### src/rtl/alu_steuerwerk_if.sv
// Bundle of request, ALU and result signals between the sequencer and its neighbours.
// The slave modport is the sequencer's view. The master modport is the environment's view.
interface alu_steuerwerk_if #(
    parameter int DATENBREITE = 32
);
    logic                   auftragGueltig;
    logic                   auftragBereit;
    logic [5:0]             funktionscode;
    logic [DATENBREITE-1:0] daten1;
    logic [DATENBREITE-1:0] daten2;

    logic [5:0]             aluFunktionscode;
    logic [DATENBREITE-1:0] aluDaten1;
    logic [DATENBREITE-1:0] aluDaten2;
    logic                   aluStart;
    logic                   aluSchreiben;
    logic                   divFertig;
    logic                   wurzelFertig;
    logic [DATENBREITE-1:0] aluErgebnis;

    logic                   ergebnisGueltig;
    logic                   ergebnisBereit;
    logic [DATENBREITE-1:0] ergebnis;
    logic                   fehler;

    modport slave (
        input  auftragGueltig, funktionscode, daten1, daten2,
        input  divFertig, wurzelFertig, aluErgebnis, ergebnisBereit,
        output auftragBereit, aluFunktionscode, aluDaten1, aluDaten2,
        output aluStart, aluSchreiben, ergebnisGueltig, ergebnis, fehler
    );

    modport master (
        output auftragGueltig, funktionscode, daten1, daten2,
        output divFertig, wurzelFertig, aluErgebnis, ergebnisBereit,
        input  auftragBereit, aluFunktionscode, aluDaten1, aluDaten2,
        input  aluStart, aluSchreiben, ergebnisGueltig, ergebnis, fehler
    );
endinterface

### src/rtl/alu_steuerwerk.sv
// alu_steuerwerk: sequencer in front of the ALU.
// It accepts one operation at a time, then pulses the ALU start and write strobes.
// For sqrt, div and mod it waits on the matching done flag, bounded by a timeout.
// It returns a registered result and an error flag.
// Optional macro ALU_STEUERWERK_DURCHREICHEN_EN: a new request may be accepted
// on the same edge as the result handoff, which removes the idle cycle in LEER.
module alu_steuerwerk #(
    parameter int DATENBREITE    = 32,
    parameter int TIMEOUT_ZYKLEN = 64,
    parameter int ZAEHLER_BREITE = 7
) (
    input  logic             clk,
    input  logic             rst_n,
    alu_steuerwerk_if.slave  bus
);

    typedef enum logic [2:0] {
        LEER,
        START,
        WARTEN,
        SCHREIBEN,
        ERFASSEN,
        AUSGABE
    } zustand_t;

    typedef enum logic [1:0] {
        KLASSE_EINZEL,
        KLASSE_WURZEL,
        KLASSE_DIV,
        KLASSE_ILLEGAL
    } klasse_t;

    localparam logic [ZAEHLER_BREITE-1:0] ZAEHLER_ENDE = ZAEHLER_BREITE'(TIMEOUT_ZYKLEN - 1);

    // Bit 5 marks float codes, which are not supported.
    // The listed single-cycle and multi-cycle codes are legal. Every other code is illegal.
    function automatic klasse_t klassifiziere(input logic [5:0] code);
        klasse_t k;
        if (code[5]) begin
            k = KLASSE_ILLEGAL;
        end else begin
            case (code[4:0])
                5'd0, 5'd1, 5'd2,
                5'd6, 5'd7, 5'd8, 5'd9,
                5'd16, 5'd17, 5'd18, 5'd19, 5'd20, 5'd21,
                5'd24, 5'd25, 5'd26, 5'd27, 5'd28:  k = KLASSE_EINZEL;
                5'd3:                               k = KLASSE_WURZEL;
                5'd4, 5'd5:                         k = KLASSE_DIV;
                default:                            k = KLASSE_ILLEGAL;
            endcase
        end
        return k;
    endfunction

    zustand_t                  zustand;
    klasse_t                   klasse;
    logic [5:0]                codeReg;
    logic [DATENBREITE-1:0]    daten1Reg;
    logic [DATENBREITE-1:0]    daten2Reg;
    logic [ZAEHLER_BREITE-1:0] zaehler;
    logic                      aluStartReg;
    logic                      aluSchreibenReg;
    logic                      gueltigReg;
    logic [DATENBREITE-1:0]    ergebnisReg;
    logic                      fehlerReg;
    logic                      bereitReg;

    logic                      bereit;
    logic                      annahme;
    logic                      fertig;
    klasse_t                   neueKlasse;

    // Ready is high in LEER. With pass-through enabled, ready follows the consumer during the handoff.
`ifdef ALU_STEUERWERK_DURCHREICHEN_EN
    assign bereit = bereitReg | ((zustand == AUSGABE) & bus.ergebnisBereit);
`else
    assign bereit = bereitReg;
`endif

    assign annahme    = bus.auftragGueltig & bereit;
    assign neueKlasse = klassifiziere(bus.funktionscode);
    assign fertig     = (klasse == KLASSE_DIV) ? bus.divFertig : bus.wurzelFertig;

    // Sequencer state, latched operation and all registered outputs.
    always_ff @(posedge clk or negedge rst_n) begin
        if (!rst_n) begin
            zustand         <= LEER;
            klasse          <= KLASSE_EINZEL;
            codeReg         <= '0;
            daten1Reg       <= '0;
            daten2Reg       <= '0;
            zaehler         <= '0;
            aluStartReg     <= 1'b0;
            aluSchreibenReg <= 1'b0;
            gueltigReg      <= 1'b0;
            ergebnisReg     <= '0;
            fehlerReg       <= 1'b0;
            bereitReg       <= 1'b0;
        end else begin
            aluStartReg     <= 1'b0;
            aluSchreibenReg <= 1'b0;

            case (zustand)
                LEER: begin
                    bereitReg <= 1'b1;
                end

                START: begin
                    zaehler <= '0;
                    if (klasse == KLASSE_EINZEL) begin
                        zustand         <= SCHREIBEN;
                        aluSchreibenReg <= 1'b1;
                    end else begin
                        zustand <= WARTEN;
                    end
                end

                WARTEN: begin
                    zaehler <= zaehler + 1'b1;
                    if (fertig) begin
                        zustand         <= SCHREIBEN;
                        aluSchreibenReg <= 1'b1;
                    end else if (zaehler == ZAEHLER_ENDE) begin
                        zustand     <= AUSGABE;
                        ergebnisReg <= '0;
                        fehlerReg   <= 1'b1;
                        gueltigReg  <= 1'b1;
                    end
                end

                SCHREIBEN: begin
                    zustand <= ERFASSEN;
                end

                ERFASSEN: begin
                    zustand     <= AUSGABE;
                    ergebnisReg <= bus.aluErgebnis;
                    fehlerReg   <= 1'b0;
                    gueltigReg  <= 1'b1;
                end

                AUSGABE: begin
                    if (bus.ergebnisBereit) begin
                        zustand    <= LEER;
                        gueltigReg <= 1'b0;
                        bereitReg  <= 1'b1;
                    end
                end

                default: begin
                    zustand <= LEER;
                end
            endcase

            if (annahme) begin
                codeReg   <= bus.funktionscode;
                daten1Reg <= bus.daten1;
                daten2Reg <= bus.daten2;
                klasse    <= neueKlasse;
                bereitReg <= 1'b0;
                if (neueKlasse == KLASSE_ILLEGAL) begin
                    zustand     <= AUSGABE;
                    ergebnisReg <= '0;
                    fehlerReg   <= 1'b1;
                    gueltigReg  <= 1'b1;
                end else begin
                    zustand     <= START;
                    aluStartReg <= 1'b1;
                    gueltigReg  <= 1'b0;
                end
            end
        end
    end

    assign bus.auftragBereit    = bereit;
    assign bus.aluFunktionscode = codeReg;
    assign bus.aluDaten1        = daten1Reg;
    assign bus.aluDaten2        = daten2Reg;
    assign bus.aluStart         = aluStartReg;
    assign bus.aluSchreiben     = aluSchreibenReg;
    assign bus.ergebnisGueltig  = gueltigReg;
    assign bus.ergebnis         = ergebnisReg;
    assign bus.fehler           = fehlerReg;

endmodule
### src/flat_wrapper.sv
// flat-port wrapper written by rule: the top's interface ports become plain ports
module alu_steuerwerk_flat 
#(
    parameter int DATENBREITE    = 32,
    parameter int TIMEOUT_ZYKLEN = 64,
    parameter int ZAEHLER_BREITE = 7
)
  (clk, rst_n, bus_auftragGueltig, bus_funktionscode, bus_daten1, bus_daten2, bus_divFertig, bus_wurzelFertig, bus_aluErgebnis, bus_ergebnisBereit, bus_auftragBereit, bus_aluFunktionscode, bus_aluDaten1, bus_aluDaten2, bus_aluStart, bus_aluSchreiben, bus_ergebnisGueltig, bus_ergebnis, bus_fehler);
  alu_steuerwerk_if #(.DATENBREITE(DATENBREITE)) bus_i ();
  input  logic clk;
  input  logic rst_n;
  input wire logic [$bits(bus_i.auftragGueltig)-1:0] bus_auftragGueltig;
  input wire logic [$bits(bus_i.funktionscode)-1:0] bus_funktionscode;
  input wire logic [$bits(bus_i.daten1)-1:0] bus_daten1;
  input wire logic [$bits(bus_i.daten2)-1:0] bus_daten2;
  input wire logic [$bits(bus_i.divFertig)-1:0] bus_divFertig;
  input wire logic [$bits(bus_i.wurzelFertig)-1:0] bus_wurzelFertig;
  input wire logic [$bits(bus_i.aluErgebnis)-1:0] bus_aluErgebnis;
  input wire logic [$bits(bus_i.ergebnisBereit)-1:0] bus_ergebnisBereit;
  output wire logic [$bits(bus_i.auftragBereit)-1:0] bus_auftragBereit;
  output wire logic [$bits(bus_i.aluFunktionscode)-1:0] bus_aluFunktionscode;
  output wire logic [$bits(bus_i.aluDaten1)-1:0] bus_aluDaten1;
  output wire logic [$bits(bus_i.aluDaten2)-1:0] bus_aluDaten2;
  output wire logic [$bits(bus_i.aluStart)-1:0] bus_aluStart;
  output wire logic [$bits(bus_i.aluSchreiben)-1:0] bus_aluSchreiben;
  output wire logic [$bits(bus_i.ergebnisGueltig)-1:0] bus_ergebnisGueltig;
  output wire logic [$bits(bus_i.ergebnis)-1:0] bus_ergebnis;
  output wire logic [$bits(bus_i.fehler)-1:0] bus_fehler;
  assign bus_i.auftragGueltig = bus_auftragGueltig;
  assign bus_i.funktionscode = bus_funktionscode;
  assign bus_i.daten1 = bus_daten1;
  assign bus_i.daten2 = bus_daten2;
  assign bus_i.divFertig = bus_divFertig;
  assign bus_i.wurzelFertig = bus_wurzelFertig;
  assign bus_i.aluErgebnis = bus_aluErgebnis;
  assign bus_i.ergebnisBereit = bus_ergebnisBereit;
  assign bus_auftragBereit = bus_i.auftragBereit;
  assign bus_aluFunktionscode = bus_i.aluFunktionscode;
  assign bus_aluDaten1 = bus_i.aluDaten1;
  assign bus_aluDaten2 = bus_i.aluDaten2;
  assign bus_aluStart = bus_i.aluStart;
  assign bus_aluSchreiben = bus_i.aluSchreiben;
  assign bus_ergebnisGueltig = bus_i.ergebnisGueltig;
  assign bus_ergebnis = bus_i.ergebnis;
  assign bus_fehler = bus_i.fehler;
  alu_steuerwerk #(.DATENBREITE(DATENBREITE), .TIMEOUT_ZYKLEN(TIMEOUT_ZYKLEN), .ZAEHLER_BREITE(ZAEHLER_BREITE)) u_core (.clk(clk), .rst_n(rst_n), .bus(bus_i));
endmodule
### config.mk
export PLATFORM = sky130hd
export DESIGN_NAME = alu_steuerwerk_flat
export DESIGN_NICKNAME = d
export VERILOG_FILES = /design/src/rtl/alu_steuerwerk_if.sv /design/src/rtl/alu_steuerwerk.sv /design/src/flat_wrapper.sv
export SDC_FILE = /design/constraint.sdc
export NUM_CORES = 1
export LEC_CHECK = 0
export CAP_MARGIN = 20
export CORE_AREA = 2 2 107 109
export CTS_CLUSTER_DIAMETER = 40
export DETAILED_ROUTE_END_ITERATION = 10
export DIE_AREA = 0 0 109 111
export GPL_ROUTABILITY_DRIVEN = 0
export HOLD_SLACK_MARGIN = 0.05
export MAX_ROUTING_LAYER = met4
export PLACE_DENSITY = 0.85
export REMOVE_ABC_BUFFERS = 1
export SYNTH_ARGS = -nofsm -noshare
export SYNTH_HDL_FRONTEND = slang
export SYNTH_SLANG_ARGS = --single-unit
### constraint.sdc
create_clock -name clk -period 3.45 [get_ports clk]
set_input_delay 0.345 -clock clk [delete_from_list [all_inputs] [get_ports clk]]
set_output_delay 0.345 -clock clk [all_outputs]
set_load 0.05 [all_outputs]
==> out/qor.yml, run 1 <==
outcome: "completed"
rsz0062_at_grt: "no"
p_clk_share_pct: 18.5
synth_top_area_share_pct: 60.0
ant_nets: 0
die-width_um: 109
fin_crit_ps: 2320
cts_made_buffers: 17
grt-ovfl-total: 0
r2r_end: "u_core.bus.ergebnis[9]$_DFF_PN0_"
via_per_inst: 5.07
nets: 697
worst_pin_slew_ps: 761
clk_pin_slew_ps: 50
wl_per_cell_um: 17.1
worst_r2r_path_depth: 5
synth_edf_count: 0
fin_skew_ps: 9.24
fillerInstances: 770
max_slew_margin_pct: 49.3
slew_violations: 0
max-cap-violations: 0
crit_slowest_cell: "and3_2"
grtUsageTotal_pct: 22.2
netlist_instances: 368
pwr-share-comb_pct: 54.3
synthToLayoutAreaGrowth_pct: 57.3
first_pass_iters: 4
synthMostInstantiatedCell: "dfrtp_1"
hpwlAfterDp_um: 9100
ff_latch_area_mm2: 0.00298
p_seq_share_pct: 27.2
worst_setup_path_end_kind: "flop"
die_h_um: 111
hold_start: "u_core.bus.aluFunktionscode[4]$_DFFE_PN0P_"
yosys-top-cells-count: "119 x dfrtp_1, 69 x mux2_2, 33 x mux2i_1"
power.switching_uw: 4150
required_ps: 3720
num_vias: 3760
setup_ws_ps: 1130
ir_drop_mv: 0.796
r2r_start: "u_core.zustand[1]$_DFFE_PN0P_"
ys_async_sr_fraction_pct: 100
portBuffers: 214
drive_gt1_share_pct: 20.6
ys.flop_type: "dfrtp_1"
cts_tree: "built"
ys_ff_latch: 119
powerDensity_mw_per_mm2: 1170
clock_latency_ps: 400
min_to: "u_core.bus.aluFunktionscode[4]$_DFFE_PN0P_"
crit_fanout: 24
drc_errors: 0
cp.arrival_ps: 2580
hold_class: "reg -> reg"
ys_warn_count: 0
cts_htree_levels: 4
finalHoldViolCount: 0
synth.largest_area_cell: "dfrtp_1"
syn_area_per_cell_um2: 13.5
core_mm2: 0.0111
clock_sinks: 119
grt_pass1_wl_um: 20200
min_delay_path_depth: 2
rows: 39
netlist_top_cells_area: "dfrtp_1 60%, mux2_2 16%, mux2i_1 6.7%"
setup_viol: 0
cts.path.max_buffers: 2
p_int_uw: 4960
multi_input_area_mm2: 0.00186
switching_share_pct: 45.5
num_io_pins: 215
power_leakage_uw: 0.00329
ff2ff_setup_slack_ps: 1130
start_kind: "flop"
die_area_mm2: 0.0121
synth_cell_types: 44
synth_area_mm2: 0.00496
start_util_pct: 44.8
drt_wl_total_um: 12700
drtIter0Drc: 215
setup_tns_ps: 0
clock.fmax_ghz: 0.431
grt_pass1_vias: 4121
min_period_over_period_pct: 67.2
holdWs_ps: 488
antenna_found_initial: 0
grt_max_degree: 62
ys_seq_area_share_pct: 60.0
crit_path_max_incr_delay_ps: 720
critPathKind: "reg -> reg"
cts-root-buf: "clkbuf_16"
n_antenna_cell: 0
cp_cell_sequence: "inv_1 -> and3_2 -> buf_4 -> mux2i_1 -> nor2_1"
dpl_worst_slack_ps: 1060
logic make-up after synthesis:
family	Yosys count	synth area share, %
adders and majority gates	1	0.252
muxes	104	22.9
AOI/OAI and AO/OA	43	6.41
buffers and inverters	23	2.57
DFF	119	60.0
and+or+nand+nor	78	7.79
stage by stage:
| stage | total power (uW) | cells | instance area [um^2] | utilization, % |
|---|---|---|---|---|
| after global placement | 7320 | 711 | 7220 | 65.2 |
| after global routing | 9510 | 741 | 7800 | 70.5 |
| after detailed placement | 7450 | 711 | 7220 | 65.2 |
| after floorplan | 5710 | 349 | 4850 | - |
| final | 9110 | 741 | 7800 | 70.5 |
| after CTS | 9180 | 741 | 7800 | 70.5 |
area by class of cell:
cell class                      instances  share of cell area, %
Sequential cell                       119                   38.2
Timing Repair Buffer                  220                   28.2
Multi-Input combinational cell        226                   23.9
Clock buffer                           20                   5.98
Tap cell                              143                   2.29
Clock inverter                          9                   1.31
Inverter                                4                  0.192
cells in the final DEF, fill, tap and decap left out, drive strengths merged, types with 6 or more instances in the layout:
cell,netlist,layout
a21oi,7,7
buf,12,6
clkbuf,7,20
clkdlybuf4s50,0,213
dfrtp,119,119
mux2,71,71
mux2i,33,33
nand2,15,15
nor2,39,39
o21ai,15,15
power by group through the flow:
stage          clock network (uW)  logic, uW  registers [uW]
5_1_grt                      1790       5160            2560
4_1_cts                      1710       4990            2480
3_5_place_dp                    0       4970            2480
3_3_place_gp                    0       4870            2440
2_1_floorplan                   0       1090            4610
6_report                     1680       4950            2480
worst max-delay path, delay by kind of cell (launching register included):
kind / cells / cell delay (ps)
multiplexers: 1 / 230
flip-flops: 1 / 500
AND/OR/NAND/NOR: 2 / 780
buffers and inverters: 2 / 670
registers in the layout (all words and copies together), names as in the netlist:
name,count
u_core.bus.aluDaten1,32
u_core.bus.aluDaten2,32
u_core.bus.ergebnis,32
u_core.zaehler,7
u_core.bus.aluFunktionscode,6
u_core.zustand,3
u_core.klasse,2
u_core.bus.aluSchreiben,1
u_core.bus.aluStart,1
u_core.bus.auftragBereit,1
u_core.bus.ergebnisGueltig,1
u_core.bus.fehler,1
timing repair:
item	4_1_cts	5_1_grt
hold buffers	1	0
endpoints found under the hold margin	33	0
setup buffers	0	0
gates resized for setup	0	0
how the worst max path moves through the flow:
stage | end | slack (ps) | start
CTS | u_core.bus.ergebnis[4]$_DFF_PN0_ | 1120 | u_core.zustand[1]$_DFFE_PN0P_
global placement | u_core.bus.aluDaten1[26]$_DFFE_PN0P_ | 1130 | bus_auftragGueltig
floorplan | u_core.bus.fehler$_DFF_PN0_ | -110 | u_core.bus.auftragBereit$_DFFE_PN0P_
finish | u_core.bus.ergebnis[9]$_DFF_PN0_ | 1130 | u_core.zustand[1]$_DFFE_PN0P_
global route | u_core.bus.ergebnis[9]$_DFF_PN0_ | 970 | u_core.zustand[1]$_DFFE_PN0P_
detailed placement | u_core.bus.aluDaten1[26]$_DFFE_PN0P_ | 1060 | bus_auftragGueltig
metal layers:
metal	GRT usage, %	wire [um]
met1	25.5	4990
met2	36.6	6480
met3	5.17	832
met4	10.0	384
met5	-	0
(Power assumes the default switching activity.)
==> run 2: changes to the inputs <==
--- a/config.mk
+++ b/config.mk
@@ -6,14 +6,14 @@
 export NUM_CORES = 1
 export LEC_CHECK = 0
 export CAP_MARGIN = 20
-export CORE_AREA = 2 2 107 109
+export CORE_AREA = 2 2 112 114
 export CTS_CLUSTER_DIAMETER = 40
 export DETAILED_ROUTE_END_ITERATION = 10
-export DIE_AREA = 0 0 109 111
+export DIE_AREA = 0 0 114 116
 export GPL_ROUTABILITY_DRIVEN = 0
 export HOLD_SLACK_MARGIN = 0.05
 export MAX_ROUTING_LAYER = met4
-export PLACE_DENSITY = 0.85
+export PLACE_DENSITY = 0.79
 export REMOVE_ABC_BUFFERS = 1
 export SYNTH_ARGS = -nofsm -noshare
 export SYNTH_HDL_FRONTEND = slang
==> constraint.sdc (replaced) <==
create_clock -name clk -period 2.2 [get_ports clk]
set_input_delay 0.22 -clock clk [delete_from_list [all_inputs] [get_ports clk]]
set_output_delay 0.22 -clock clk [all_outputs]
set_load 0.05 [all_outputs]
==> run 2 against run 1 <==
Wire length increased by 1.4%. Non-clock buffer count increased by 7. Combinational power increased by 59%. Utilization decreased by 3.1 points. Flip-flop and latch count unchanged. Clock power increased by 91%. Fmax increased by 18%. Worst hold slack got worse by 190 ps. Register-to-register slack got worse by 900 ps. Critical endpoint is now u_core.bus.ergebnis[16]$_DFF_PN0_.
==> out/qor.yml, run 2 (synthesized netlist as in run 1, its figures left out) <==
grt_pass1_wl_um: 20400
clock_latency_ps: 400
nets: 704
portBuffers: 214
crit_fanout: 32
drtIter0Drc: 168
worst_pin_slew_ps: 563
drive_gt1_share_pct: 21.7
p_int_uw: 8350
max_slew_margin_pct: 62.3
num_io_pins: 215
cts-root-buf: "clkbuf_16"
p_seq_share_pct: 25.8
mostFrequentLayoutCell: "clkdlybuf4s50_1"
cp.arrival_ps: 2250
drt_wl_total_um: 12900
ctsResizeCount: 0
clk_pin_slew_ps: 60
power.switching_uw: 6570
first_pass_iters: 7
cts_tree: "built"
setup_viol: 0
min_period_over_period_pct: 89.5
fin_skew_ps: 8.29
die-width_um: 114
grt-ovfl-total: 0
hold_class: "in -> async"
ir_drop_mv: 1.03
slew_violations: 0
pwr-share-comb_pct: 52.7
setup_ws_ps: 231
ant_nets: 0
wl_per_cell_um: 17.0
final_cell_mix: "213 x clkdlybuf4s50_1, 119 x dfrtp_1, 69 x mux2_2, 33 x mux2i_1, 29 x nor2_1"
p_total_uw: 14900
switching_share_pct: 44.1
start_util_pct: 41.6
rows: 40
num_vias: 3830
via_per_inst: 5.07
dpl_worst_slack_ps: 121
final_cells: 755
holdWs_ps: 303
cts_htree_levels: 4
finalHoldViolCount: 0
worst_setup_path_end_kind: "flop"
power_leakage_uw: 0.00339
final_util_pct: 67.3
powerDensity_mw_per_mm2: 1860
clock_sinks: 119
n_antenna_cell: 0
hpwlAfterDp_um: 9250
cts_made_buffers: 17
max-cap-violations: 0
clock.fmax_ghz: 0.508
start_kind: "flop"
synthToLayoutAreaGrowth_pct: 61.7
die_area_mm2: 0.0132
core_mm2: 0.0119
p_clk_share_pct: 21.5
grtUsageTotal_pct: 20.5
required_ps: 2480
grt_max_degree: 59
fillerInstances: 876
placed_cells: 722
grt_pass1_vias: 4074
drc_errors: 0
critPathKind: "reg -> reg"
die_h_um: 116
rsz0062_at_grt: "no"
fin_crit_ps: 1970
cts.path.max_buffers: 2
post_cts_buffers: 0
outcome: "completed"
antenna_found_initial: 0
-- run 2: area by class of cell --
cell class | count | area [um^2] | share of cell area (%)
timing repair buffer | 227 | 2290 | 28.6
clock inverter | 11 | 219 | 2.73
sequential | 119 | 2980 | 37.1
clock buffer | 21 | 470 | 5.87
tap | 147 | 184 | 2.29
multi-input combinational | 226 | 1860 | 23.2
inverter | 4 | 15.0 | 0.187
-- run 2: repair_timing --
action,4_1_cts,5_1_grt
setup endpoints to repair,0,0
hold endpoints to repair,32,0
hold buffers,1,0
-- run 2: metrics by stage --
step	cell area [um^2]	setup TNS, ps
4_1_cts	8020	0
3_5_place_dp	7320	0
2_1_floorplan	4850	-99710
6_report	8020	0
3_3_place_gp	7320	0
5_1_grt	8020	0
-- run 2: final timing paths --
path	from	end	slack, ps	cells past startpoint
worst min register to register	u_core.bus.fehler$_DFF_PN0_	u_core.bus.fehler$_DFF_PN0_	480	1
min in group clk	bus_daten2[24]	u_core.bus.aluDaten2[24]$_DFFE_PN0P_	420	2
worst min-delay path	rst_n	u_core.bus.ergebnis[13]$_DFF_PN0_	300	2
worst max register to register	u_core.zaehler[0]$_DFFE_PN0P_	u_core.bus.ergebnis[16]$_DFF_PN0_	230	6
max in group asynchronous	rst_n	u_core.bus.aluDaten2[20]$_DFFE_PN0P_	1150	3
worst max-delay path	u_core.zaehler[0]$_DFFE_PN0P_	u_core.bus.ergebnis[16]$_DFF_PN0_	230	6
-- run 2: routing by layer --
layer	vias to the layer above	wire length (um)	global-route usage (%)
met4	0	254	8.13
met2	196	6390	33.5
met1	1856	5090	23.8
met3	25	1130	6.38
li1	1753	-	-
met5	-	0	-
-- run 2: power groups by stage --
stage	combinational, uW	clock (uW)	sequential, uW
floorplan	1720	0	7230
global placement	7800	0	3810
detailed placement	7890	0	3880
CTS	7930	3250	3860
global route	8180	3370	3990
finish	7860	3210	3850
-- run 2: worst max-delay path, cell delays in order (launching register included) --
cell and delay [ps]:
dfrtp_1 440, ha_1 210, nor2b_1 210, nand4_1 250, o32ai_4 380, buf_12 240, nor2_1 90
==> run 3: changes to the inputs <==
--- a/config.mk
+++ b/config.mk
@@ -13,7 +13,7 @@
 export GPL_ROUTABILITY_DRIVEN = 0
 export HOLD_SLACK_MARGIN = 0.05
 export MAX_ROUTING_LAYER = met4
-export PLACE_DENSITY = 0.79
+export PLACE_DENSITY_LB_ADDON = 0.08
 export REMOVE_ABC_BUFFERS = 1
 export SYNTH_ARGS = -nofsm -noshare
 export SYNTH_HDL_FRONTEND = slang
==> run 3 against run 2 <==
Sequential share of layout area rose by 0.13 points. Via count shrank 3.1%. Utilization is 0.24 points lower. Die area is the same. Critical endpoint is now bus_auftragBereit. Largest cell class unchanged. Highest routed layer unchanged.
==> out/qor.yml, run 3 (synthesized netlist as in run 1, its figures left out) <==
clock_sinks: 119
power_leakage_uw: 0.00338
outcome: "completed"
min_period_over_period_pct: 87.9
cts_made_buffers: 17
die-width_um: 114
start_util_pct: 41.6
p_total_uw: 14600
ctsResizeCount: 0
ff2ff_setup_slack_ps: 290
worst_pin_slew_ps: 563
via_per_inst: 4.91
fin_crit_ps: 1930
cts_tree: "built"
setup_ws_ps: 266
synthToLayoutAreaGrowth_pct: 61.1
crit_family: "buffers and inverters"
drc_errors: 0
wl_per_cell_um: 16.4
rows: 40
mostFrequentLayoutCell: "clkdlybuf4s50_1"
max_slew_margin_pct: 62.3
clock.fmax_ghz: 0.517
grt-ovfl-total: 0
drtIter0Drc: 110
critPathKind: "reg -> out"
die_area_mm2: 0.0132
final_cells: 756
final_cell_mix: "213 x clkdlybuf4s50_1, 119 x dfrtp_1, 69 x mux2_2, 33 x mux2i_1, 29 x nor2_1"
first_pass_iters: 4
clk_pin_slew_ps: 50
num_vias: 3713
hpwlAfterDp_um: 9120
rsz0062_at_grt: "no"
crit_start: "u_core.bus.auftragBereit$_DFFE_PN0P_"
hold_class: "in -> async"
required_ps: 1980
fin_area_mm2: 0.00799
nets: 705
cp_cell_sequence: "clkdlybuf4s50_1"
ir_drop_mv: 0.956
portBuffers: 214
crit_fanout: 4
drt_wl_total_um: 12400
crit_slowest_cell: "clkdlybuf4s50_1"
drive_gt1_share_pct: 21.3
finalHoldViolCount: 0
worst_setup_path_end_kind: "output pin"
crit_path_max_incr_delay_ps: 870
cts-root-buf: "clkbuf_16"
antenna_found_initial: 0
dpl_worst_slack_ps: 95.1
die_h_um: 116
n_antenna_cell: 0
slew_violations: 0
grt_pass1_vias: 3935
placed_cells: 723
grt_max_degree: 70
powerDensity_mw_per_mm2: 1830
setup_viol: 0
start_kind: "flop"
fin_skew_ps: 6.72
placed_area_mm2: 0.00736
core_mm2: 0.0119
grt_pass1_wl_um: 19800
grtUsageTotal_pct: 20.6
num_io_pins: 215
cts_htree_levels: 4
ant_nets: 0
r2r_start: "u_core.zaehler[0]$_DFFE_PN0P_"
path_buf_inv: 1
max-cap-violations: 0
clock_latency_ps: 410
setup_tns_ps: 0
cp.arrival_ps: 1710
cts.path.max_buffers: 2
## run 3: cell types whose count changed in the layout (fill, tap and decap cells not counted)
cell        previous run  this run
clkinv_4               1         0
clkbuf_1               1         4
bufinv_16              6         4
clkinvlp_4             4         1
clkbuf_8               3         2
clkinv_2               0         4
buf_4                  9         7
buf_12                 4         7
## run 3: worst paths after layout
kind / to / depth (start not counted)
max in group asynchronous: u_core.klasse[0]$_DFFE_PN0P_ / 3
max reg2reg: u_core.bus.ergebnis[3]$_DFF_PN0_ / 6
min in group clk: u_core.bus.aluDaten1[22]$_DFFE_PN0P_ / 2
min reg2reg: u_core.bus.aluFunktionscode[4]$_DFFE_PN0P_ / 2
min: u_core.bus.ergebnis[21]$_DFF_PN0_ / 3
max: bus_auftragBereit / 1
## run 3: power by group
part           leakage, uW  internal (uW)  total (uW)  switching [uW]
Sequential         0.00146           3230        3800             573
Clock             0.000301           1940        2870             924
Combinational      0.00162           2930        7930            5000
Total              0.00338           8110       14600            6490
## run 3: layout make-up
| class | count | area, um^2 |
|---|---|---|
| Inverter | 4 | 15.0 |
| Timing Repair Buffer | 228 | 2330 |
| Clock inverter | 9 | 148 |
| Tap cell | 147 | 184 |
| Fill cell | 921 | 3920 |
| Clock buffer | 23 | 468 |
| Sequential cell | 119 | 2980 |
| Multi-Input combinational cell | 226 | 1860 |
## run 3: timing repair
item	in CTS	in global routing
hold buffers	1	0
buffers inserted	0	0
endpoints found under the hold margin	119	0
## run 3: layer usage
layer	up-vias	routed length [um]	global-route usage (%)	share of wire [%]
met5	-	0	-	0
met4	0	128	6.83	1.0
met3	10	1100	8.89	8.9
met2	153	6080	32.1	49
met1	1800	5070	24.1	41
li1	1750	-	-	-
## run 3: stage by stage
| step | hold slack (ps) | util [%] |
|---|---|---|
| global route | 383 | 67.1 |
| detailed placement | 241 | 61.8 |
| CTS | 346 | 67.1 |
| floorplan | -75.6 | - |
| global placement | 239 | 61.8 |
| finish | 352 | 67.1 |
